--- config.mk ---
export PLATFORM = sky130hd
export DESIGN_NAME = pattern_pwm_bank
export DESIGN_NICKNAME = d
export VERILOG_FILES = /design/src/rtl/pattern_pwm_bank.sv
export SDC_FILE = /design/constraint.sdc
export NUM_CORES = 2
export LEC_CHECK = 0
export CAP_MARGIN = 20
export CORE_AREA = 2 2 271 273
export DETAILED_ROUTE_END_ITERATION = 6
export DIE_AREA = 0 0 273 275
export GPL_TIMING_DRIVEN = 0
export PLACE_DENSITY = 0.73
export RECOVER_POWER = 100
export SKIP_LAST_GASP = 1
export SYNTH_ARGS = -nofsm -noshare
export SYNTH_HDL_FRONTEND = slang
export SYNTH_SLANG_ARGS = --single-unit
--- constraint.sdc ---
create_clock -name clk -period 3.15 [get_ports clk]
set_input_delay 0.63 -clock clk [delete_from_list [all_inputs] [get_ports clk]]
set_output_delay 0.63 -clock clk [all_outputs]
set_load 0.01 [all_outputs]
--- src/rtl/pattern_pwm_bank.sv ---
// Bank of independent pattern-PWM channels: each shifts a byte-programmed pattern out MSB first,
// stretching every bit by a duty count, separating repetitions by a gap and pulsing valid when finished.
module pattern_pwm_bank #(
   parameter int _NUM_CHANNELS = 4,
   parameter int _PAT_WIDTH    = 32,
   parameter int _GAP_WIDTH    = 16
) (
   input  logic                     clk,
   input  logic                     rst_n,
   input  logic                     wr_en,
   input  logic [2:0]               wr_ch,
   input  logic [3:0]               wr_addr,
   input  logic [7:0]               wr_data,
   input  logic [_NUM_CHANNELS-1:0] start,
   input  logic [_NUM_CHANNELS-1:0] abort,
   output logic [_NUM_CHANNELS-1:0] pwm_out,
   output logic [_NUM_CHANNELS-1:0] busy,
   output logic [_NUM_CHANNELS-1:0] valid
);

   localparam int PW = _PAT_WIDTH;
   localparam int NB = _PAT_WIDTH / 8;
   localparam int BW = $clog2(_PAT_WIDTH);
   localparam int GW = _GAP_WIDTH;
   localparam logic [BW-1:0] BIT_LAST = BW'(_PAT_WIDTH - 1);

   typedef enum logic [1:0] {IDLE, SHIFT, GAP, DONE} state_e;

   for (genvar ch = 0; ch < _NUM_CHANNELS; ch++) begin : gCh
      state_e          state_q, state_d;
      logic [1:0]      shCtrl_q, shCtrl_d;
      logic [7:0]      shDuty_q, shDuty_d;
      logic [15:0]     shGap_q, shGap_d;
      logic [7:0]      shPulse_q, shPulse_d;
      logic [PW-1:0]   shPat_q, shPat_d;
      logic [7:0]      actDuty_q, actDuty_d;
      logic [GW-1:0]   actGap_q, actGap_d;
      logic [7:0]      actPulse_q, actPulse_d;
      logic            actInv_q, actInv_d;
      logic [PW-1:0]   actPat_q, actPat_d;
      logic [PW-1:0]   patSh_q, patSh_d;
      logic [BW-1:0]   bitCnt_q, bitCnt_d;
      logic [7:0]      dutyCnt_q, dutyCnt_d;
      logic [GW-1:0]   gapCnt_q, gapCnt_d;
      logic [7:0]      repCnt_q, repCnt_d;
      logic            pwm_q, pwm_d;
      logic [7:0]      dutyLast;
      logic [7:0]      repNext;

      // Shadow registers are always writable; only a start copies them into the active set.
      always_comb begin
         shCtrl_d  = shCtrl_q;
         shDuty_d  = shDuty_q;
         shGap_d   = shGap_q;
         shPulse_d = shPulse_q;
         shPat_d   = shPat_q;
         if (wr_en && (wr_ch == 3'(ch))) begin
            case (wr_addr)
               4'd0: shCtrl_d = wr_data[1:0];
               4'd1: shDuty_d = wr_data;
               4'd2: shGap_d[7:0] = wr_data;
               4'd3: shGap_d[15:8] = wr_data;
               4'd4: shPulse_d = wr_data;
               default: begin
                  for (int k = 0; k < NB; k++) begin
                     if (wr_addr == 4'(5 + k)) shPat_d[8*k +: 8] = wr_data;
                  end
               end
            endcase
         end
      end

      assign dutyLast = (actDuty_q == 8'd0) ? 8'd0 : actDuty_q - 8'd1;
      assign repNext  = repCnt_q + 8'd1;

      // Pattern sequencer; abort overrides every transition, and the output bit is registered
      // from the next-state values so the first pattern bit shows in the cycle after start.
      always_comb begin
         state_d    = state_q;
         actDuty_d  = actDuty_q;
         actGap_d   = actGap_q;
         actPulse_d = actPulse_q;
         actInv_d   = actInv_q;
         actPat_d   = actPat_q;
         patSh_d    = patSh_q;
         bitCnt_d   = bitCnt_q;
         dutyCnt_d  = dutyCnt_q;
         gapCnt_d   = gapCnt_q;
         repCnt_d   = repCnt_q;
         case (state_q)
            IDLE: begin
               if (start[ch] && !abort[ch] && shCtrl_q[0]) begin
                  actDuty_d  = shDuty_q;
                  actGap_d   = GW'(shGap_q);
                  actPulse_d = shPulse_q;
                  actInv_d   = shCtrl_q[1];
                  actPat_d   = shPat_q;
                  patSh_d    = shPat_q;
                  bitCnt_d   = '0;
                  dutyCnt_d  = '0;
                  repCnt_d   = '0;
                  state_d    = SHIFT;
               end
            end
            SHIFT: begin
               if (dutyCnt_q != dutyLast) begin
                  dutyCnt_d = dutyCnt_q + 8'd1;
               end else begin
                  dutyCnt_d = '0;
                  if (bitCnt_q != BIT_LAST) begin
                     bitCnt_d = bitCnt_q + BW'(1);
                     patSh_d  = patSh_q << 1;
                  end else begin
                     repCnt_d = repNext;
                     if (actGap_q != '0) begin
                        gapCnt_d = actGap_q;
                        state_d  = GAP;
                     end else if ((actPulse_q != 8'd0) && (repNext == actPulse_q)) begin
                        state_d = DONE;
                     end else begin
                        patSh_d  = actPat_q;
                        bitCnt_d = '0;
                     end
                  end
               end
            end
            GAP: begin
               if (gapCnt_q != GW'(1)) begin
                  gapCnt_d = gapCnt_q - GW'(1);
               end else if ((actPulse_q != 8'd0) && (repCnt_q == actPulse_q)) begin
                  state_d = DONE;
               end else begin
                  patSh_d   = actPat_q;
                  bitCnt_d  = '0;
                  dutyCnt_d = '0;
                  state_d   = SHIFT;
               end
            end
            DONE: state_d = IDLE;
            default: state_d = IDLE;
         endcase
         if (abort[ch]) state_d = IDLE;
         pwm_d = (state_d == SHIFT) ? (patSh_d[PW-1] ^ actInv_d) : actInv_d;
      end

      // All shadow, active and sequencing state clears on reset, including enable and invert.
      always_ff @(posedge clk or negedge rst_n) begin
         if (!rst_n) begin
            state_q    <= IDLE;
            shCtrl_q   <= '0;
            shDuty_q   <= '0;
            shGap_q    <= '0;
            shPulse_q  <= '0;
            shPat_q    <= '0;
            actDuty_q  <= '0;
            actGap_q   <= '0;
            actPulse_q <= '0;
            actInv_q   <= 1'b0;
            actPat_q   <= '0;
            patSh_q    <= '0;
            bitCnt_q   <= '0;
            dutyCnt_q  <= '0;
            gapCnt_q   <= '0;
            repCnt_q   <= '0;
            pwm_q      <= 1'b0;
         end else begin
            state_q    <= state_d;
            shCtrl_q   <= shCtrl_d;
            shDuty_q   <= shDuty_d;
            shGap_q    <= shGap_d;
            shPulse_q  <= shPulse_d;
            shPat_q    <= shPat_d;
            actDuty_q  <= actDuty_d;
            actGap_q   <= actGap_d;
            actPulse_q <= actPulse_d;
            actInv_q   <= actInv_d;
            actPat_q   <= actPat_d;
            patSh_q    <= patSh_d;
            bitCnt_q   <= bitCnt_d;
            dutyCnt_q  <= dutyCnt_d;
            gapCnt_q   <= gapCnt_d;
            repCnt_q   <= repCnt_d;
            pwm_q      <= pwm_d;
         end
      end

      assign pwm_out[ch] = pwm_q;
      assign busy[ch]    = (state_q == SHIFT) || (state_q == GAP);
      assign valid[ch]   = (state_q == DONE);
   end

endmodule

==> results.toml <==
[floorplanning]
boundaryPins = 38
row_count = 99
initial_core_util_pct = 54.3
core-area_um2 = 72300
die_h_um = 275
die-area_um2 = 75100
dieWidth_um = 273

[worst_setup_path]
end_kind = "flop"
crit_path_cell_trace = "or4_4 -> nor4b_2 -> a31oi_2 -> and3b_2 -> nor3_4 -> nand3_2 -> a211o_4 -> buf_6 -> buf_6 -> o21ba_4 -> o22a_1"
crit_path_start = "gCh[1].actDuty_q[2]"
crit_path_frequent_cell = "buf_6"
cp_num_cells = 11
critPathCapture = "gCh[1].gapCnt_q[3]"
crit_buf_inv = 2
r2r_end = "gCh[1].gapCnt_q[3]"
path_max_fanout = 5
path_class = "reg2reg"
critPathLaunchType = "flop"
cp_slowest_cell = "or4_4"
reg2reg_depth = 11
r2r_start = "gCh[1].actDuty_q[2]"
crit_required_ps = 3730
arrival_ps = 3880
slowest_delay_ps = 580
ff2ff_setup_slack_ps = -150
path_delay_family = "simple AND/OR/NAND/NOR gates"

[power_and_ir_drop]
combPwrFrac_pct = 21.0
ir_drop_mv = 0.414
switching_share_pct = 29.9
leakagePower_nw = 22.0
p_switching_w = 0.00900
clockPowerShare_pct = 36.6
p_total_w = 0.0302
intPower_w = 0.0212
pwr-share-seq_pct = 42.4
power_density_nw_per_um2 = 638

[finish]
area_delta_synth_final_pct = 20.2
drive_gt1_share_pct = 19.8
fin_area_um2 = 47200
nFillCells = 5602
final_cells = 5434
finish.utilization_pct = 65.3
nets = 4478

[synth]
synthFlopType = "dfrtp_1"
yosysTopAreaCellShare_pct = 51.7
syn_avg_cell_area_um2 = 9.42
synth-seq-cells = 812
netlist_top_cells_area = "dfrtp_1 52%, nand2_1 12%, mux2_2 7.6%, o21ai_0 2.2%, a21oi_1 2.2%"
synth_edf_count = 0
synthArstFlopShare_pct = 100
netlist_instances = 4171
yosysWarnings = 0
syn_area_um2 = 39300
netlist-cell-type-count = 95
synth_fp_nets = 4245
synth_top_cell_by_area = "dfrtp_1"
seq_area_frac_synth_pct = 51.7

[global_route]
grt.overflow.total = 0
grt_start_max_net_pins = 123
grt_pass1_wl_um = 169000
antenna_found_initial = 7
grtUsageTotal_pct = 27.7
first_global_vias = 31700

[clocking]
clk_pin_slew_ps = 60
cts_root_buf = "clkbuf_16"
max-clock-path-buffers = 3
htree_levels = 3
clock_sinks = 812
cts_buffers = 88
clock_latency_ps = 650
cts_tree = "done"

[timing]
clock.fmax_mhz = 303
rsz0062_at_grt = "true"
tightest_slew_ps = 1640
setup_viol = 146
finalHoldViolCount = 0
period_share_pct = 105
skew_ps = 22.5
layout_min_cycle_time_ps = 3300
fin_ws_ps = -151
drv_slew = 133
relSlewSlack_pct = -9.44

[detailed_routing]
drt-initial-drc-count = 2971
top_layer = "met5"
drtAntennaViolNets = 0
drc_errors = 0
drt-vias-per-instance = 6.01
vias = 32700
wl_met3_um = 6300
met2_length_um = 51800
wirelength_um = 107000
wl_met1_um = 45700
drtPass1Iterations = 6
wire_per_inst_um = 19.8

[place]
routabilityCongestion = 0.893
port-buffer-count = 35
dp.cells = 5177
post-dp-hpwl_um = 66400
dpl-instance-area_um2 = 41100
post-place-ws_ps = -1030

[outcome]
violations = "capacitance limit, slew limit, setup timing"
status = "finished with violations"

[min_path]
worstHoldPathType = "reg2reg"

[job]
cap_viol_max_count = 3
[cell usage after synthesis (29+ instances only)]
library cell,instances
nand2b_1,35
o21ai_0,176
clkbuf_1,208
a41oi_1,66
nor3_1,50
dfrtp_1,812
mux2_2,265
a21oi_1,172
and3_1,33
o31ai_1,68
ha_1,48
inv_1,72
nand3_1,58
nand2_1,1246
nor4_1,48
a22o_1,69
xor2_1,41
nand4_1,32
xnor2_1,38
a31oi_1,29
nor2_1,201
[logic make-up (layout without fill, tap and decap cells)]
family	Yosys count	after routing	synth area share (%)
AND/OR/NAND/NOR	1861	1862	20.6
flip-flops	812	812	51.7
AO/OA/AOI/OAI	775	775	13.2
buffers and inverters	317	618	3.24
multiplexers	279	279	7.95
XOR/XNOR	79	79	1.76
adder cells (fa/ha/maj)	48	48	1.53
other	0	2	0
[registers in the layout, indices dropped and copies added (netlist names), 64 cells and up]
signal	flops
gCh.actGap_q	64
gCh.actPat_q	128
gCh.shGap_q	64
gCh.gapCnt_q	64
gCh.patSh_q	128
gCh.shPat_q	128
[how the worst min path moves through the flow]
stage / startpoint / slack [ps] / cells past startpoint / endpoint
finish: gCh[3].shDuty_q[7] / 460 / 2 / gCh[3].actDuty_q[7]
floorplan: rst_n / 330 / 0 / gCh[0].actDuty_q[0]
CTS: gCh[1].shPulse_q[7] / 460 / 2 / gCh[1].actPulse_q[7]
global route: gCh[3].shGap_q[15] / 480 / 2 / gCh[3].actGap_q[15]
global placement: gCh[1].shPulse_q[3] / 440 / 2 / gCh[1].actPulse_q[3]
detailed placement: gCh[0].shGap_q[12] / 450 / 2 / gCh[0].actGap_q[12]
[layout make-up]
type	instances	area (um2)	area share [%]
sequential	812	20300	43.0
multi-input combinational	3043	19300	40.9
clock buffer	122	2540	5.38
timing repair buffer	162	1730	3.66
buffer	224	1320	2.80
tap	959	1200	2.54
clock inverter	37	529	1.12
inverter	73	277	0.585
antenna	2	5.00	0.0106
[tightest hold or removal path: stages, from the launching register on]
cell     delay, ps
dfrtp_1        340
nand2_1         50
nand2_1         50
[routing by layer]
layer  up-vias  global-route usage [%]
met5         -                       0
met4         6                    10.2
met3       268                    3.79
met2      1139                    45.2
met1     16300                    38.2
li1      15000                       -
[layout by cell type (no fill, tap or decap), types with 39 or more instances in the layout]
cell       netlist  layout
nand2_1       1246    1240
clkbuf_1       208     165
nor2_1         201     150
buf_4            7      76
o21ai_0        176     141
buf_6            4      41
dfrtp_1        812     797
a21oi_1        172     155
ha_1            48      43
a22o_1          69      69
inv_1           72      65
xor2_1          41      39
nor3_1          50      40
mux2_2         265     265
nand3_1         58      53
nor4_1          48      41
a41oi_2          0      49
o31ai_1         68      60
clkbuf_16        0     101
[per-stage QoR]
| step | hold slack (ps) | TNS, ps |
|---|---|---|
| 6_report | 457 | -9630 |
| 3_3_place_gp | 441 | - |
| 3_5_place_dp | 447 | -148000 |
| 2_1_floorplan | 334 | -77.4 |
| 5_1_grt | 479 | -30660 |
| 4_1_cts | 462 | -7100 |
[power groups by stage]
stage          Sequential [W]  Combinational [W]  Clock (W)
2_1_floorplan          0.0125            0.00347          0
3_3_place_gp           0.0128            0.00450          0
6_report               0.0128            0.00633     0.0110
5_1_grt                0.0129            0.00687     0.0115
4_1_cts                0.0127            0.00545     0.0111
3_5_place_dp           0.0128            0.00468          0
[what timing repair did]
item                                   CTS  global route
pin swaps                               48            79
gates cloned                             7            11
hold buffers                             1             0
endpoints found under the hold margin    6             0
setup buffers                           62            37
setup endpoints to repair              264           237
gates resized for setup                291           338
(Power assumes the default switching activity.)
